[src/rtl/router_pkg.sv]
// router_pkg: shared VC indices, arbitration mode codes and pointer sizing
package router_pkg;
  localparam int VC0 = 0;
  localparam int VC1 = 1;
  localparam int NUM_VC = 2;
  localparam int ARB_RR = 0;
  localparam int ARB_FIXED = 1;
  function automatic int ptr_w(input int n);
    return n > 1 ? $clog2(n) : 1;
  endfunction
endpackage

[src/rtl/pe_output_arb_if.sv]
// pe_output_arb_if: ring-side requests/flits plus PE ejection handshake
interface pe_output_arb_if import router_pkg::*; #(
  parameter int DATA_WIDTH = 64,
  parameter int NUM_IN = 2
);
  logic polarity;
  logic [NUM_VC*NUM_IN-1:0] req;
  logic [NUM_VC*NUM_IN-1:0] grant;
  logic [NUM_VC*NUM_IN*DATA_WIDTH-1:0] data_in;
  logic out_ro;
  logic out_so;
  logic [DATA_WIDTH-1:0] out_do;
  modport master(output polarity, req, data_in, out_ro, input grant, out_so, out_do);
  modport slave(input polarity, req, data_in, out_ro, output grant, out_so, out_do);
endinterface

[src/rtl/rr_arbiter.sv]
// rr_arbiter: one-hot grant, round-robin from ptr or fixed lowest-index priority
module rr_arbiter import router_pkg::*; #(
  parameter int NUM_IN = 2,
  parameter int ARB_MODE = ARB_RR,
  localparam int PW = ptr_w(NUM_IN)
) (
  input  logic [NUM_IN-1:0] req,
  input  logic              en,
  input  logic [PW-1:0]     ptr,
  output logic [NUM_IN-1:0] grant,
  output logic [PW-1:0]     next_ptr
);
  int s;
  // Later writes win: wrapped candidates first, then those at/after the start point.
  always_comb begin
    grant = '0;
    next_ptr = ptr;
    s = ARB_MODE == ARB_FIXED ? 0 : int'(ptr);
    for (int i = NUM_IN - 1; i >= 0; i--)
      if (en && req[i] && i < s) begin
        grant = NUM_IN'(1) << i;
        next_ptr = ARB_MODE == ARB_FIXED ? '0 : PW'((i + 1) % NUM_IN);
      end
    for (int i = NUM_IN - 1; i >= 0; i--)
      if (en && req[i] && i >= s) begin
        grant = NUM_IN'(1) << i;
        next_ptr = ARB_MODE == ARB_FIXED ? '0 : PW'((i + 1) % NUM_IN);
      end
  end
endmodule

[src/rtl/pe_output_arb.sv]
// pe_output_arb: merges per-VC ring inputs into one-entry buffers draining to the PE
module pe_output_arb import router_pkg::*; #(
  parameter int DATA_WIDTH = 64,
  parameter int NUM_IN = 2,
  parameter int ARB_MODE = ARB_RR
) (
  input logic clk,
  input logic rst,
  pe_output_arb_if.slave bus
);
  localparam int PW = ptr_w(NUM_IN);
  logic [NUM_VC-1:0] buf_full, drain;
  logic [DATA_WIDTH-1:0] buf_q [NUM_VC];
  logic so_q;
  logic [DATA_WIDTH-1:0] do_q;
  for (genvar v = 0; v < NUM_VC; v++) begin : g_vc
    logic full, accept;
    logic [DATA_WIDTH-1:0] buffer, win;
    logic [PW-1:0] rr_ptr, nxt_ptr;
    logic [NUM_IN-1:0] g;
    assign drain[v] = full & bus.out_ro & ((v == VC1) ? bus.polarity : !bus.polarity);
    assign accept = !full | drain[v];
    assign buf_full[v] = full;
    assign buf_q[v] = buffer;
    assign bus.grant[v*NUM_IN +: NUM_IN] = g;
    rr_arbiter #(.NUM_IN(NUM_IN), .ARB_MODE(ARB_MODE)) u_arb (
      .req(bus.req[v*NUM_IN +: NUM_IN]),
      .en(accept & !rst),
      .ptr(rr_ptr),
      .grant(g),
      .next_ptr(nxt_ptr)
    );
    always_comb begin
      win = '0;
      for (int i = 0; i < NUM_IN; i++)
        if (g[i]) win = bus.data_in[(v*NUM_IN+i)*DATA_WIDTH +: DATA_WIDTH];
    end
    always_ff @(posedge clk)
      if (rst) begin
        full <= 1'b0;
        buffer <= '0;
        rr_ptr <= '0;
      end else if (|g) begin
        full <= 1'b1;
        buffer <= win;
        rr_ptr <= nxt_ptr;
      end else if (drain[v]) full <= 1'b0;
  end
  always_ff @(posedge clk)
    if (rst) begin
      so_q <= 1'b0;
      do_q <= '0;
    end else begin
      so_q <= |drain;
      if (drain[VC1]) do_q <= buf_q[VC1];
      else if (drain[VC0]) do_q <= buf_q[VC0];
    end
  assign bus.out_so = so_q;
  assign bus.out_do = do_q;
endmodule

[src/flat_wrapper.sv]
// flat-port wrapper written by rule: the top's interface ports become plain ports
module pe_output_arb_flat import router_pkg::*;
#(
  parameter int DATA_WIDTH = 64,
  parameter int NUM_IN = 2,
  parameter int ARB_MODE = ARB_RR
)
  (clk, rst, bus_polarity, bus_req, bus_data_in, bus_out_ro, bus_grant, bus_out_so, bus_out_do);
  pe_output_arb_if #(.DATA_WIDTH(DATA_WIDTH), .NUM_IN(NUM_IN)) bus_i ();
  input logic clk;
  input logic rst;
  input wire logic [$bits(bus_i.polarity)-1:0] bus_polarity;
  input wire logic [$bits(bus_i.req)-1:0] bus_req;
  input wire logic [$bits(bus_i.data_in)-1:0] bus_data_in;
  input wire logic [$bits(bus_i.out_ro)-1:0] bus_out_ro;
  output wire logic [$bits(bus_i.grant)-1:0] bus_grant;
  output wire logic [$bits(bus_i.out_so)-1:0] bus_out_so;
  output wire logic [$bits(bus_i.out_do)-1:0] bus_out_do;
  assign bus_i.polarity = bus_polarity;
  assign bus_i.req = bus_req;
  assign bus_i.data_in = bus_data_in;
  assign bus_i.out_ro = bus_out_ro;
  assign bus_grant = bus_i.grant;
  assign bus_out_so = bus_i.out_so;
  assign bus_out_do = bus_i.out_do;
  pe_output_arb #(.DATA_WIDTH(DATA_WIDTH), .NUM_IN(NUM_IN), .ARB_MODE(ARB_MODE)) u_core (.clk(clk), .rst(rst), .bus(bus_i));
endmodule
[config.mk]
export PLATFORM = sky130hd
export DESIGN_NAME = pe_output_arb_flat
export DESIGN_NICKNAME = d
export VERILOG_FILES = /design/src/rtl/router_pkg.sv /design/src/rtl/pe_output_arb_if.sv /design/src/rtl/rr_arbiter.sv /design/src/rtl/pe_output_arb.sv /design/src/flat_wrapper.sv
export SDC_FILE = /design/constraint.sdc
export NUM_CORES = 1
export LEC_CHECK = 0
export CELL_PAD_IN_SITES_DETAIL_PLACEMENT = 0
export CELL_PAD_IN_SITES_GLOBAL_PLACEMENT = 1
export CORE_UTILIZATION = 35
export DETAILED_ROUTE_END_ITERATION = 8
export HOLD_SLACK_MARGIN = 0.03
export PLACE_DENSITY_LB_ADDON = 0.1
export SYNTH_ARGS = -nofsm -noshare
export SYNTH_HDL_FRONTEND = slang
export SYNTH_SLANG_ARGS = --single-unit
[constraint.sdc]
create_clock -name clk -period 4.3 [get_ports clk]
set_input_delay 0.86 -clock clk [delete_from_list [all_inputs] [get_ports clk]]
set_output_delay 0.86 -clock clk [all_outputs]
set_load 0.005 [all_outputs]
==> results.yml <==
worst_setup_path:
  crit_slowest_cell: "clkdlybuf4s50_1"
  reg2reg_depth: 4
  crit_type: "in2out"
  r2r_setup_slack_ns: 1.87
  cp.required_ns: 3.44
  worstSetupStartpointType: "input port"
  cp_max_fo: 6
  crit_path_max_incr_delay_ns: 0.63
  crit_chain: "clkdlybuf4s50_1 > nand2b_2 > a2111oi_4 > clkdlybuf4s50_1"
  crit_arrival_ns: 2.69
  endpoint_kind: "output port"
  crit_start: "bus_polarity"
  cpMostUsedCell: "clkdlybuf4s50_1"
  r2r-start: "u_core.g_vc[0].full$_SDFFE_PP0P_"
finish:
  regArea_mm2: 0.00395
  nFillCells: 2474
  syn_to_final_growth_pct: 44.0
  multiInputGateArea_mm2: 0.00448
  drive_gt1_frac: 0.0515
  finalNetCount: 1573
pwr:
  p_leak_nw: 4.87
  p_seq_frac: 0.462
  power_density_mw_per_mm2: 336
  power_frac_clock: 0.344
  vdd_drop_max_mv: 0.266
  switching_share: 0.279
  power_frac_comb: 0.194
  cell_internal_pwr_w: 0.00320
  p_switching_w: 0.00124
synthesis:
  synth_async_sr_flop_share: 0
  yosys_warnings: 0
  synth.top_cell.area_share: 0.431
  ys_ff_latch: 197
  yosysMostFrequentCell: "dfxtp_1"
  syn-cell-area_mm2: 0.00915
  synth_top_cells_by_area: "dfxtp_1 43%, mux2i_1 6.9%, a221o_1 6.2%"
  ys_seq_area_frac: 0.431
  synth-main-ff-cell: "dfxtp_1"
  synth.net_count: 1318
  yosysUniqueCellTypes: 35
  syn_avg_cell_area_um2: 8.68
  synth_top_area_cell: "dfxtp_1"
  synth_edf_count: 0
  synthTopCellsByCount: "197 x dfxtp_1, 130 x nand2_1, 90 x clkbuf_1, 69 x a21oi_1"
  synthCells: 1054
global_routing:
  grt.total_usage: 0.241
  grt_max_degree: 71
  antenna_found_initial: 3
  globalRoute.totalOverflow: 0
  grt_pass1_vias: 8632
  grt_pass1_wl_mm: 49.8
status:
  status: "completed"
timing:
  fin_crit_sh: 0.827
  slew_viol_final: 0
  setup_violations: 0
  finalHoldWorstSlack_ns: 0.471
  fmax_mhz: 281
  worstMarginPinSlew_ns: 0.877
  hold_violations: 0
  rsz0062_at_grt: "false"
  fin_crit_ns: 3.55
  skew_ns: 0.0138
  tns_ns: 0
  slew_headroom: 0.416
drt:
  viasPerCell: 5.48
  drt_iter0_markers: 520
  vias: 9076
  drc: 0
  ant_nets: 0
  wire_per_inst_um: 19.8
  drt-pass1-iter-count: 5
  wl_mm: 32.8
cts:
  cts_tree: "done"
  h-tree-depth: 4
  clock_tree.root_cell: "clkbuf_16"
  clockBufferDepth: 2
  clock-sinks: 197
  cts_setup_buffers: 0
  cts_hold_buf: 0
  insertion_delay_ns: 0.44
  cts_buffers: 17
  postCtsResizedCells: 0
  clk_pin_slew_worst_paths_ns: 0.07
die:
  die_width_um: 164
  placeableCoreArea_mm2: 0.0254
  die-area_mm2: 0.0268
  pin_count: 333
  placementRows: 58
  start_util: 0.360
  die_h_um: 164
min_path:
  holdPathStages: 2
  hp-start: "u_core.g_vc[0].buffer[20]$_SDFFE_PP0P_"
  hold_path_class: "reg2reg"
placement:
  dp_hpwl_mm: 21.3
  io_buffers: 332
  place.gp.congestion: 0.793
flow_run:
  cap_violations: 0
## power by group through the flow
stage | Clock (W) | Sequential [W] | Combinational (W)
after global placement | 0 | 0.00209 | 0.000854
after detailed placement | 0 | 0.00209 | 0.000865
final | 0.00153 | 0.00205 | 0.000861
after global routing | 0.00163 | 0.00207 | 0.000937
after CTS | 0.00156 | 0.00205 | 0.000868
after floorplan | 0 | 0.00207 | 0.000417
## through the flow
stage | setup WS, ns | area (um^2) | power (W) | instances | utilization
CTS | 0.711 | 13200 | 0.00448 | 1651 | 0.519
floorplan | 1.68 | 9150 | 0.00249 | 1054 | -
global route | 0.655 | 13200 | 0.00463 | 1654 | 0.519
detailed placement | 0.744 | 12600 | 0.00295 | 1620 | 0.497
global placement | 0.740 | 12600 | 0.00294 | 1620 | 0.497
finish | 0.745 | 13200 | 0.00444 | 1655 | 0.519
## cells in the final DEF, fill, tap and decap left out, types with 3 or more instances in the layout
cell type	Yosys	routed
a221oi_1	7	7
clkinv_4	0	4
inv_8	0	3
buf_4	1	22
a221o_1	57	57
a311oi_1	5	5
a211oi_1	66	66
clkbuf_16	0	17
dfxtp_1	197	196
a21oi_1	69	69
o21ai_0	59	59
inv_1	66	65
buf_12	0	3
mux2i_1	63	63
nor2_1	7	7
clkdlybuf4s50_1	0	330
a31oi_1	60	60
nand2b_1	64	63
nand2_1	130	130
o32ai_1	8	8
a2111oi_0	57	57
diode_2	0	4
## worst max-delay path: cells and delay by family
kind                   cells  cell delay (ns)
buffers and inverters      2             1.15
AO/OA/AOI/OAI              1             0.40
AND/OR/NAND/NOR            1             0.29
## state kept, by name (all words and copies together), names as in the netlist
signal              count
u_core.g_vc.buffer    128
u_core.bus.out_do      64
u_core.g_vc.full        2
u_core.g_vc.rr_ptr      2
u_core.bus.out_so       1
## final timing paths
kind,end
max,bus_grant[1]
min,u_core.g_vc[0].buffer[20]$_SDFFE_PP0P_
max reg2reg,u_core.g_vc[0].buffer[52]$_SDFFE_PP0P_
min reg2reg,u_core.g_vc[0].buffer[20]$_SDFFE_PP0P_
## metal layers
| metal | wire, um | part of all wire | global-route usage |
|---|---|---|---|
| met3 | 2210 | 0.067 | 0.0614 |
| met2 | 15200 | 0.46 | 0.392 |
| met5 | 0 | 0 | 0 |
| met4 | 648 | 0.020 | 0.0749 |
| met1 | 14800 | 0.45 | 0.312 |
## cells by family (layout without fill, tap and decap cells)
| logic type | after synthesis | in the layout | synth area share |
|---|---|---|---|
| AOI/OAI and AO/OA | 396 | 396 | 0.311 |
| buffers and inverters | 187 | 454 | 0.0823 |
| DFF | 197 | 197 | 0.431 |
| muxes | 63 | 63 | 0.0689 |
| other | 0 | 4 | 0 |
| and+or+nand+nor | 211 | 211 | 0.107 |
## layout make-up
cell class | count | share of cell area
Sequential cell | 197 | 0.299
Multi-Input combinational cell | 670 | 0.340
Antenna cell | 4 | 0.000759
Clock buffer | 18 | 0.0326
Inverter | 67 | 0.0191
Timing Repair Buffer | 356 | 0.268
Clock inverter | 13 | 0.00930
Tap cell | 330 | 0.0313
(Power assumes the default switching activity.)
